## config.mk

```make
export PLATFORM = sky130hd
export DESIGN_NAME = mbist_march_ctrl
export DESIGN_NICKNAME = d
export VERILOG_FILES = /design/src/rtl/mbist_march_ctrl.sv
export SDC_FILE = /design/constraint.sdc
export NUM_CORES = 1
export LEC_CHECK = 0
export BUFFER_PORTS_ARGS = -buffer_cell sky130_fd_sc_hd__buf_2
export CORE_MARGIN = 4
export CORE_UTILIZATION = 45
export CTS_BUF_LIST = sky130_fd_sc_hd__clkbuf_4
export DETAILED_ROUTE_END_ITERATION = 10
export GPL_TIMING_DRIVEN = 0
export PLACE_DENSITY = 0.78
export RECOVER_POWER = 50
export SLEW_MARGIN = 10
export SYNTH_ARGS = -nofsm -noshare
export SYNTH_HDL_FRONTEND = slang
export SYNTH_SLANG_ARGS = --single-unit
```

## constraint.sdc

```tcl
create_clock -name clk -period 2.95 [get_ports clk]
set_input_delay 0.1475 -clock clk [delete_from_list [all_inputs] [get_ports clk]]
set_output_delay 0.1475 -clock clk [all_outputs]
set_load 0.03 [all_outputs]
```

## src/rtl/mbist_march_ctrl.sv

```systemverilog
// mbist_march_ctrl: March C- memory BIST controller with a solid data background.
//   M0 up(w0), M1 up(r0,w1), M2 up(r1,w0), M3 down(r0,w1), M4 down(r1,w0), M5 up(r0)
// One memory op per cycle while running. Read data returns two cycles after the
// read is issued and is compared against the expected solid word.
//
// Parameters:
//   DATA_WIDTH  memory word width
//   ADDR_WIDTH  memory address width
//   ADDR_MAX    highest tested address (lowest is 0)
// Ports:
//   clk         clock, rising edge
//   rst         synchronous active-high reset
//   start       one-cycle request to begin a test (ignored while busy)
//   write_read  memory op: 1 = write, 0 = read
//   address     memory address
//   wdata       write data, presented one cycle ahead of its write
//   rdata       memory read data (two-cycle read latency)
//   busy        test in progress (RUN or DRAIN)
//   done        test complete, held until the next accepted start
//   fail        sticky: at least one read mismatch
//   fail_count  saturating mismatch count
//   fail_addr   address of the first mismatch
//   fail_data   read data of the first mismatch
// Configuration:
//   MBIST_FAIL_LOG_EN  when defined, implements fail_count/fail_addr/fail_data;
//                      otherwise those outputs are tied to 0.

module mbist_march_ctrl #(
    parameter int unsigned DATA_WIDTH = 8,
    parameter int unsigned ADDR_WIDTH = 4,
    parameter int unsigned ADDR_MAX   = 2**ADDR_WIDTH - 1
) (
    input  logic                  clk,
    input  logic                  rst,
    input  logic                  start,
    output logic                  write_read,
    output logic [ADDR_WIDTH-1:0] address,
    output logic [DATA_WIDTH-1:0] wdata,
    input  logic [DATA_WIDTH-1:0] rdata,
    output logic                  busy,
    output logic                  done,
    output logic                  fail,
    output logic [7:0]            fail_count,
    output logic [ADDR_WIDTH-1:0] fail_addr,
    output logic [DATA_WIDTH-1:0] fail_data
);

    localparam int unsigned ELEM_W = 3;
    localparam int unsigned CNT_W  = 8;
    localparam logic [ADDR_WIDTH-1:0] A_MAX = ADDR_WIDTH'(ADDR_MAX);

    typedef enum logic [1:0] {
        IDLE  = 2'd0,
        RUN   = 2'd1,
        DRAIN = 2'd2,
        DONE  = 2'd3
    } state_t;

    state_t              state_q, state_d;
    logic [ELEM_W-1:0]   elem_q, elem_d;
    logic                drain_q, drain_d;
    logic                wr_d;
    logic [ADDR_WIDTH-1:0] addr_d;
    logic [DATA_WIDTH-1:0] wdata_d;
    logic                busy_d, done_d, fail_d;

    // Compare pipeline; the expected word is solid, so one bit encodes it.
    logic                p1_vld, p1_exp, p2_vld, p2_exp;
    logic                p1_vld_d, p1_exp_d, p2_vld_d, p2_exp_d;

    logic                start_acc_c;
    logic                mismatch_c;
    logic                elem_down_c;
    logic [ADDR_WIDTH-1:0] elem_last_c;

    // State and output registers
    always_ff @(posedge clk) begin
        if (rst) begin
            state_q    <= IDLE;
            elem_q     <= '0;
            drain_q    <= 1'b0;
            write_read <= 1'b0;
            address    <= '0;
            wdata      <= '0;
            busy       <= 1'b0;
            done       <= 1'b0;
            fail       <= 1'b0;
            p1_vld     <= 1'b0;
            p1_exp     <= 1'b0;
            p2_vld     <= 1'b0;
            p2_exp     <= 1'b0;
        end else begin
            state_q    <= state_d;
            elem_q     <= elem_d;
            drain_q    <= drain_d;
            write_read <= wr_d;
            address    <= addr_d;
            wdata      <= wdata_d;
            busy       <= busy_d;
            done       <= done_d;
            fail       <= fail_d;
            p1_vld     <= p1_vld_d;
            p1_exp     <= p1_exp_d;
            p2_vld     <= p2_vld_d;
            p2_exp     <= p2_exp_d;
        end
    end

    // Next-state, march sequencing and compare
    always_comb begin
        state_d  = state_q;
        elem_d   = elem_q;
        drain_d  = drain_q;
        wr_d     = 1'b0;
        addr_d   = address;
        done_d   = done;

        start_acc_c = start && ((state_q == IDLE) || (state_q == DONE));

        // M3 and M4 walk downward; every other element walks upward.
        elem_down_c = (elem_q == ELEM_W'(3)) || (elem_q == ELEM_W'(4));
        elem_last_c = elem_down_c ? '0 : A_MAX;

        // Stage 1 captures the op issued this cycle if it is a read.
        p1_vld_d = (state_q == RUN) && !write_read;
        p1_exp_d = (elem_q == ELEM_W'(2)) || (elem_q == ELEM_W'(4));
        p2_vld_d = p1_vld;
        p2_exp_d = p1_exp;

        mismatch_c = p2_vld && (rdata != {DATA_WIDTH{p2_exp}});
        fail_d     = fail || mismatch_c;

        case (state_q)
            IDLE, DONE: begin
                addr_d = '0;
                if (start_acc_c) begin
                    state_d = RUN;
                    elem_d  = '0;
                    addr_d  = '0;
                    wr_d    = 1'b1;
                    done_d  = 1'b0;
                    fail_d  = 1'b0;
                end
            end
            RUN: begin
                if (elem_q == ELEM_W'(0)) begin
                    // M0: writes only
                    if (address == A_MAX) begin
                        elem_d = ELEM_W'(1);
                        addr_d = '0;
                        wr_d   = 1'b0;
                    end else begin
                        addr_d = address + ADDR_WIDTH'(1);
                        wr_d   = 1'b1;
                    end
                end else if (elem_q == ELEM_W'(5)) begin
                    // M5: reads only, last element
                    if (address == A_MAX) begin
                        state_d = DRAIN;
                        drain_d = 1'b0;
                        addr_d  = '0;
                    end else begin
                        addr_d = address + ADDR_WIDTH'(1);
                    end
                end else if (!write_read) begin
                    // Read of a cell is always followed by its write.
                    wr_d   = 1'b1;
                    addr_d = address;
                end else if (address == elem_last_c) begin
                    elem_d = elem_q + ELEM_W'(1);
                    // Entering M3 or M4 starts at the top address.
                    addr_d = ((elem_q == ELEM_W'(2)) || (elem_q == ELEM_W'(3))) ? A_MAX : '0;
                    wr_d   = 1'b0;
                end else begin
                    addr_d = elem_down_c ? (address - ADDR_WIDTH'(1))
                                         : (address + ADDR_WIDTH'(1));
                    wr_d   = 1'b0;
                end
            end
            DRAIN: begin
                addr_d = '0;
                // Two cycles lets the final M5 read reach the comparator.
                if (drain_q) begin
                    state_d = DONE;
                    drain_d = 1'b0;
                    done_d  = 1'b1;
                end else begin
                    drain_d = 1'b1;
                end
            end
            default: begin
                state_d = IDLE;
                addr_d  = '0;
            end
        endcase

        busy_d = (state_d == RUN) || (state_d == DRAIN);

        // Each element has one write value, so holding it for the whole element
        // keeps wdata one cycle ahead of every write; 0 outside RUN covers M0.
        if (state_d == RUN) begin
            wdata_d = {DATA_WIDTH{(elem_d == ELEM_W'(1)) || (elem_d == ELEM_W'(3))}};
        end else begin
            wdata_d = '0;
        end
    end

`ifdef MBIST_FAIL_LOG_EN
    logic [ADDR_WIDTH-1:0] p1_addr, p2_addr;

    // Failure log: count every mismatch, capture details of the first one.
    always_ff @(posedge clk) begin
        if (rst) begin
            p1_addr    <= '0;
            p2_addr    <= '0;
            fail_count <= '0;
            fail_addr  <= '0;
            fail_data  <= '0;
        end else begin
            p1_addr <= address;
            p2_addr <= p1_addr;
            if (start_acc_c) begin
                fail_count <= '0;
                fail_addr  <= '0;
                fail_data  <= '0;
            end else if (mismatch_c) begin
                if (fail_count != {CNT_W{1'b1}}) begin
                    fail_count <= fail_count + CNT_W'(1);
                end
                if (!fail) begin
                    fail_addr <= p2_addr;
                    fail_data <= rdata;
                end
            end
        end
    end
`else
    assign fail_count = '0;
    assign fail_addr  = '0;
    assign fail_data  = '0;
`endif

endmodule

```

==> impl_metrics.env <==
export IMPL_drive_gt1_frac=0.226
export IMPL_worst_clock_skew_ps=3.34
export IMPL_post_synth_instance_area_um2=1530
export IMPL_status="complete, no violations"
export IMPL_power_density_nw_per_um2=330
export IMPL_r2r_end="elem_q[1]"
export IMPL_main_combinational_cell_family_by_area_after_synthesis="simple AND/OR/NAND/NOR gates"
export IMPL_fp_coreArea_um2=3150
export IMPL_routed_wl_per_cell_um=11.7
export IMPL_critical_path_cell_chain="inv_1 > ha_1 > mux2_4 > ha_1 > nor4_4 > mux2i_1 > nor3_1 > o22ai_1 > a32o_1"
export IMPL_cts_root_buf="sky130_fd_sc_hd__clkbuf_4"
export IMPL_overall_die_area_um2=4390
export IMPL_path_buf_inv=1
export IMPL_post_route_period_util=0.918
export IMPL_maximum_number_of_pins_on_one_net_before_global_route_repair=12
export IMPL_cp_data_required_time_ps=3170
export IMPL_slew_violations=0
export IMPL_grt_pass1_vias=1246
export IMPL_cts_inserted_buffers=3
export IMPL_setup_viol=0
export IMPL_rsz0062_at_grt="false"
export IMPL_static_leakage_power_nw=0.786
export IMPL_drt_antenna_violating_nets=0
export IMPL_post_synthesis_mux_area_share=0.0566
export IMPL_overflow_left_after_global_routing=0
export IMPL_data_arrival_time_of_the_critical_path_ps=2930
export IMPL_antenna_found_initial=0
export IMPL_worstSetupStartpointType="register"
export IMPL_slowest_stage_delay_on_critical_path_ps=400
export IMPL_first_pass_grt_wire_length_um=5370
export IMPL_synth_simple_gate_area_frac=0.232
export IMPL_cts_buffer_depth=2
export IMPL_layout_min_cycle_time_ps=2710
export IMPL_max_vdd_ir_drop_mv=0.183
export IMPL_grt_usage=0.156
export IMPL_cell_family_with_most_cp_delay="adder cells"
export IMPL_drt_pre_antenna_iters=4
export IMPL_htreeDepth=1
export IMPL_top_level_ports=47
export IMPL_cts_hold_buffers=0
export IMPL_clk_latency_ps=310
export IMPL_r2r_cells=9
export IMPL_worst_setup_path_end_kind="register"
export IMPL_worst_r2r_startpoint="elem_q[0]"
export IMPL_horizontal_die_dimension_um=66.2
export IMPL_synth_xor_xnor_area_share=0.0115
export IMPL_chipHeight_um=66.2
export IMPL_routed_top_layer="met4"
export IMPL_violation_count_after_the_first_detailed_route_iteration=43
export IMPL_most_common_library_cell_in_the_layout_ignoring_fill_and_taps="sky130_fd_sc_hd__buf_4"
export IMPL_synth_ff_latch_count=19
export IMPL_viasPerCell=5.05
export IMPL_synth_lib_cells_used_distinct=43
export IMPL_cts_setup_buffers=0
export IMPL_synth_area_per_cell_um2=8.03
export IMPL_n_antenna_cell=0
export IMPL_hold_path_depth=2
export IMPL_synth_compound_area_frac=0.168
export IMPL_layout_common_cells="27 x sky130_fd_sc_hd__buf_4, 20 x sky130_fd_sc_hd__nor2_1, 20 x sky130_fd_sc_hd__conb_1, 19 x sky130_fd_sc_hd__dfxtp_1, 17 x sky130_fd_sc_hd__clkbuf_1"
export IMPL_synthesis_instances=190
export IMPL_synthesis_yosys_warnings=0
export IMPL_finalPower_mw=0.592
export IMPL_max_cap_viol_count=0
export IMPL_most_prevalent_standard_cell_on_the_critical_path="sky130_fd_sc_hd__ha_1"
export IMPL_m1WireLength_um=1500
export IMPL_final_hold_viol_count=0
export IMPL_io_buffers=26
export IMPL_numClockSinks=19
export IMPL_final_fill_count=334
export IMPL_timing_reg2reg_setup_slack_ps=240
export IMPL_setup_tns_ps=0
export IMPL_routabilityCongestion=0.876
export IMPL_detailroute_wirelength_met3_um=379
export IMPL_clk_pin_slew_ps=120
export IMPL_hp_start="start"
export IMPL_vias=1430
export IMPL_final_util=0.568
export IMPL_flow_area_growth_from_synthesis_pct=17.5
export IMPL_synth_adder_area_share=0.0984
export IMPL_num_nets_final=263
export IMPL_crit_fanout=9
export IMPL_worst_path_max_delay_cell="sky130_fd_sc_hd__dfxtp_1"
export IMPL_yosysSeqAreaShare=0.249
export IMPL_cts_resized=0
export IMPL_detail_placement_hpwl_um=2530
export IMPL_initial_core_utilization=0.484
export IMPL_floorplan_rows=20
export IMPL_remaining_drc_errors=0
export IMPL_worstHoldPathType="primary input to register"
export IMPL_timing_setup_critical_path_class="register to register"
export IMPL_cts_tree="done"
export IMPL_maxClockFrequency_mhz=369
export IMPL_wl_met2_um=1390
export IMPL_hold_path_end="fail"
export IMPL_routed_wirelength_um=3320
-- sequential cells by signal, summed over array words and instances, names as in the netlist --
signal	cells
address	4
elem_q	3
state_q	2
busy	1
done	1
drain_q	1
fail	1
p1_exp	1
p1_vld	1
p2_exp	1
p2_vld	1
wdata	1
write_read	1
-- cells in the mapped netlist, drive strengths merged --
cell type,n,share of area
conb,1,0.0025
a32o,1,0.0066
mux2i,3,0.020
o22ai,2,0.0082
a311oi,2,0.011
o32ai,1,0.0057
and2,1,0.0041
nand3,6,0.020
nor2,20,0.049
and3,2,0.0082
nor2b,6,0.025
o311a,1,0.0066
o21ai,5,0.016
a31o,1,0.0057
or2,1,0.0041
o31ai,1,0.0049
buf,30,0.15
nor4,4,0.030
mux2,4,0.037
xor2,2,0.011
a21oi,12,0.039
clkbuf,3,0.0074
a211oi,3,0.015
dfxtp,19,0.25
nor3,13,0.043
nand2,6,0.015
and4,1,0.0057
ha,12,0.098
nand2b,2,0.0082
o311ai,3,0.017
or3,1,0.0041
a21boi,1,0.0049
nand4b,1,0.0057
and4b,1,0.0066
a31oi,5,0.021
inv,11,0.027
nand4,1,0.0041
a2111oi,1,0.0057
-- through the flow --
step | std cells | setup WS [ps] | hold WS [ps] | instance area [um2]
finish | 283 | 242 | 53.8 | 1790
floorplan | 209 | 547 | 248 | 1600
CTS | 283 | 270 | 47.5 | 1810
global route | 283 | 74.1 | 45.1 | 1790
detailed placement | 279 | 275 | 387 | 1780
global placement | 279 | 308 | 385 | 1780
-- logic make-up after synthesis --
group / count (synthesis)
flip-flops: 19
AO/OA/AOI/OAI: 39
multiplexers: 7
AND/OR/NAND/NOR: 66
XOR/XNOR: 2
other: 1
adder cells (fa/ha/maj): 12
buffers and inverters: 44
-- worst max-delay path by stage --
stage	startpoint	endpoint	slack [ps]	depth (start not counted)
final	elem_q[0]	elem_q[1]	240	9
after global routing	elem_q[0]	elem_q[1]	70	9
after CTS	elem_q[0]	elem_q[1]	270	9
after detailed placement	elem_q[0]	elem_q[1]	280	9
after global placement	elem_q[0]	elem_q[1]	310	9
after floorplan	elem_q[0]	address[2]	550	9
-- layout make-up --
type,count,area (um2),share of cell area
buffer,33,235,0.131
sequential,19,380,0.212
timing repair buffer,26,113,0.0628
tap,44,55.1,0.0307
clock buffer,3,22.5,0.0126
inverter,11,41.3,0.0230
multi-input combinational,146,940,0.524
clock inverter,1,5.00,0.00279
-- power breakdown --
group          internal (mW)  total (mW)  switching [mW]
registers              0.268       0.281          0.0132
logic                 0.0586       0.170           0.112
clock network         0.0507       0.140          0.0894
total                  0.378       0.592           0.214
-- layer usage --
layer,global-route usage,vias to the layer above
met5,0,-
met4,0.0584,0
met3,0.0408,5
met2,0.254,69
met1,0.197,621
li1,-,735
-- worst reg2reg max path, delay by kind of cell (launching register included) --
family	cells	cell delay (ps)
flip-flops	1	400
AND/OR/NAND/NOR	2	550
buffers and inverters	1	100
AO/OA/AOI/OAI	2	340
multiplexers	2	580
adder cells (fa/ha/maj)	2	650
No activity file was read; power rests on OpenSTA's default activity.
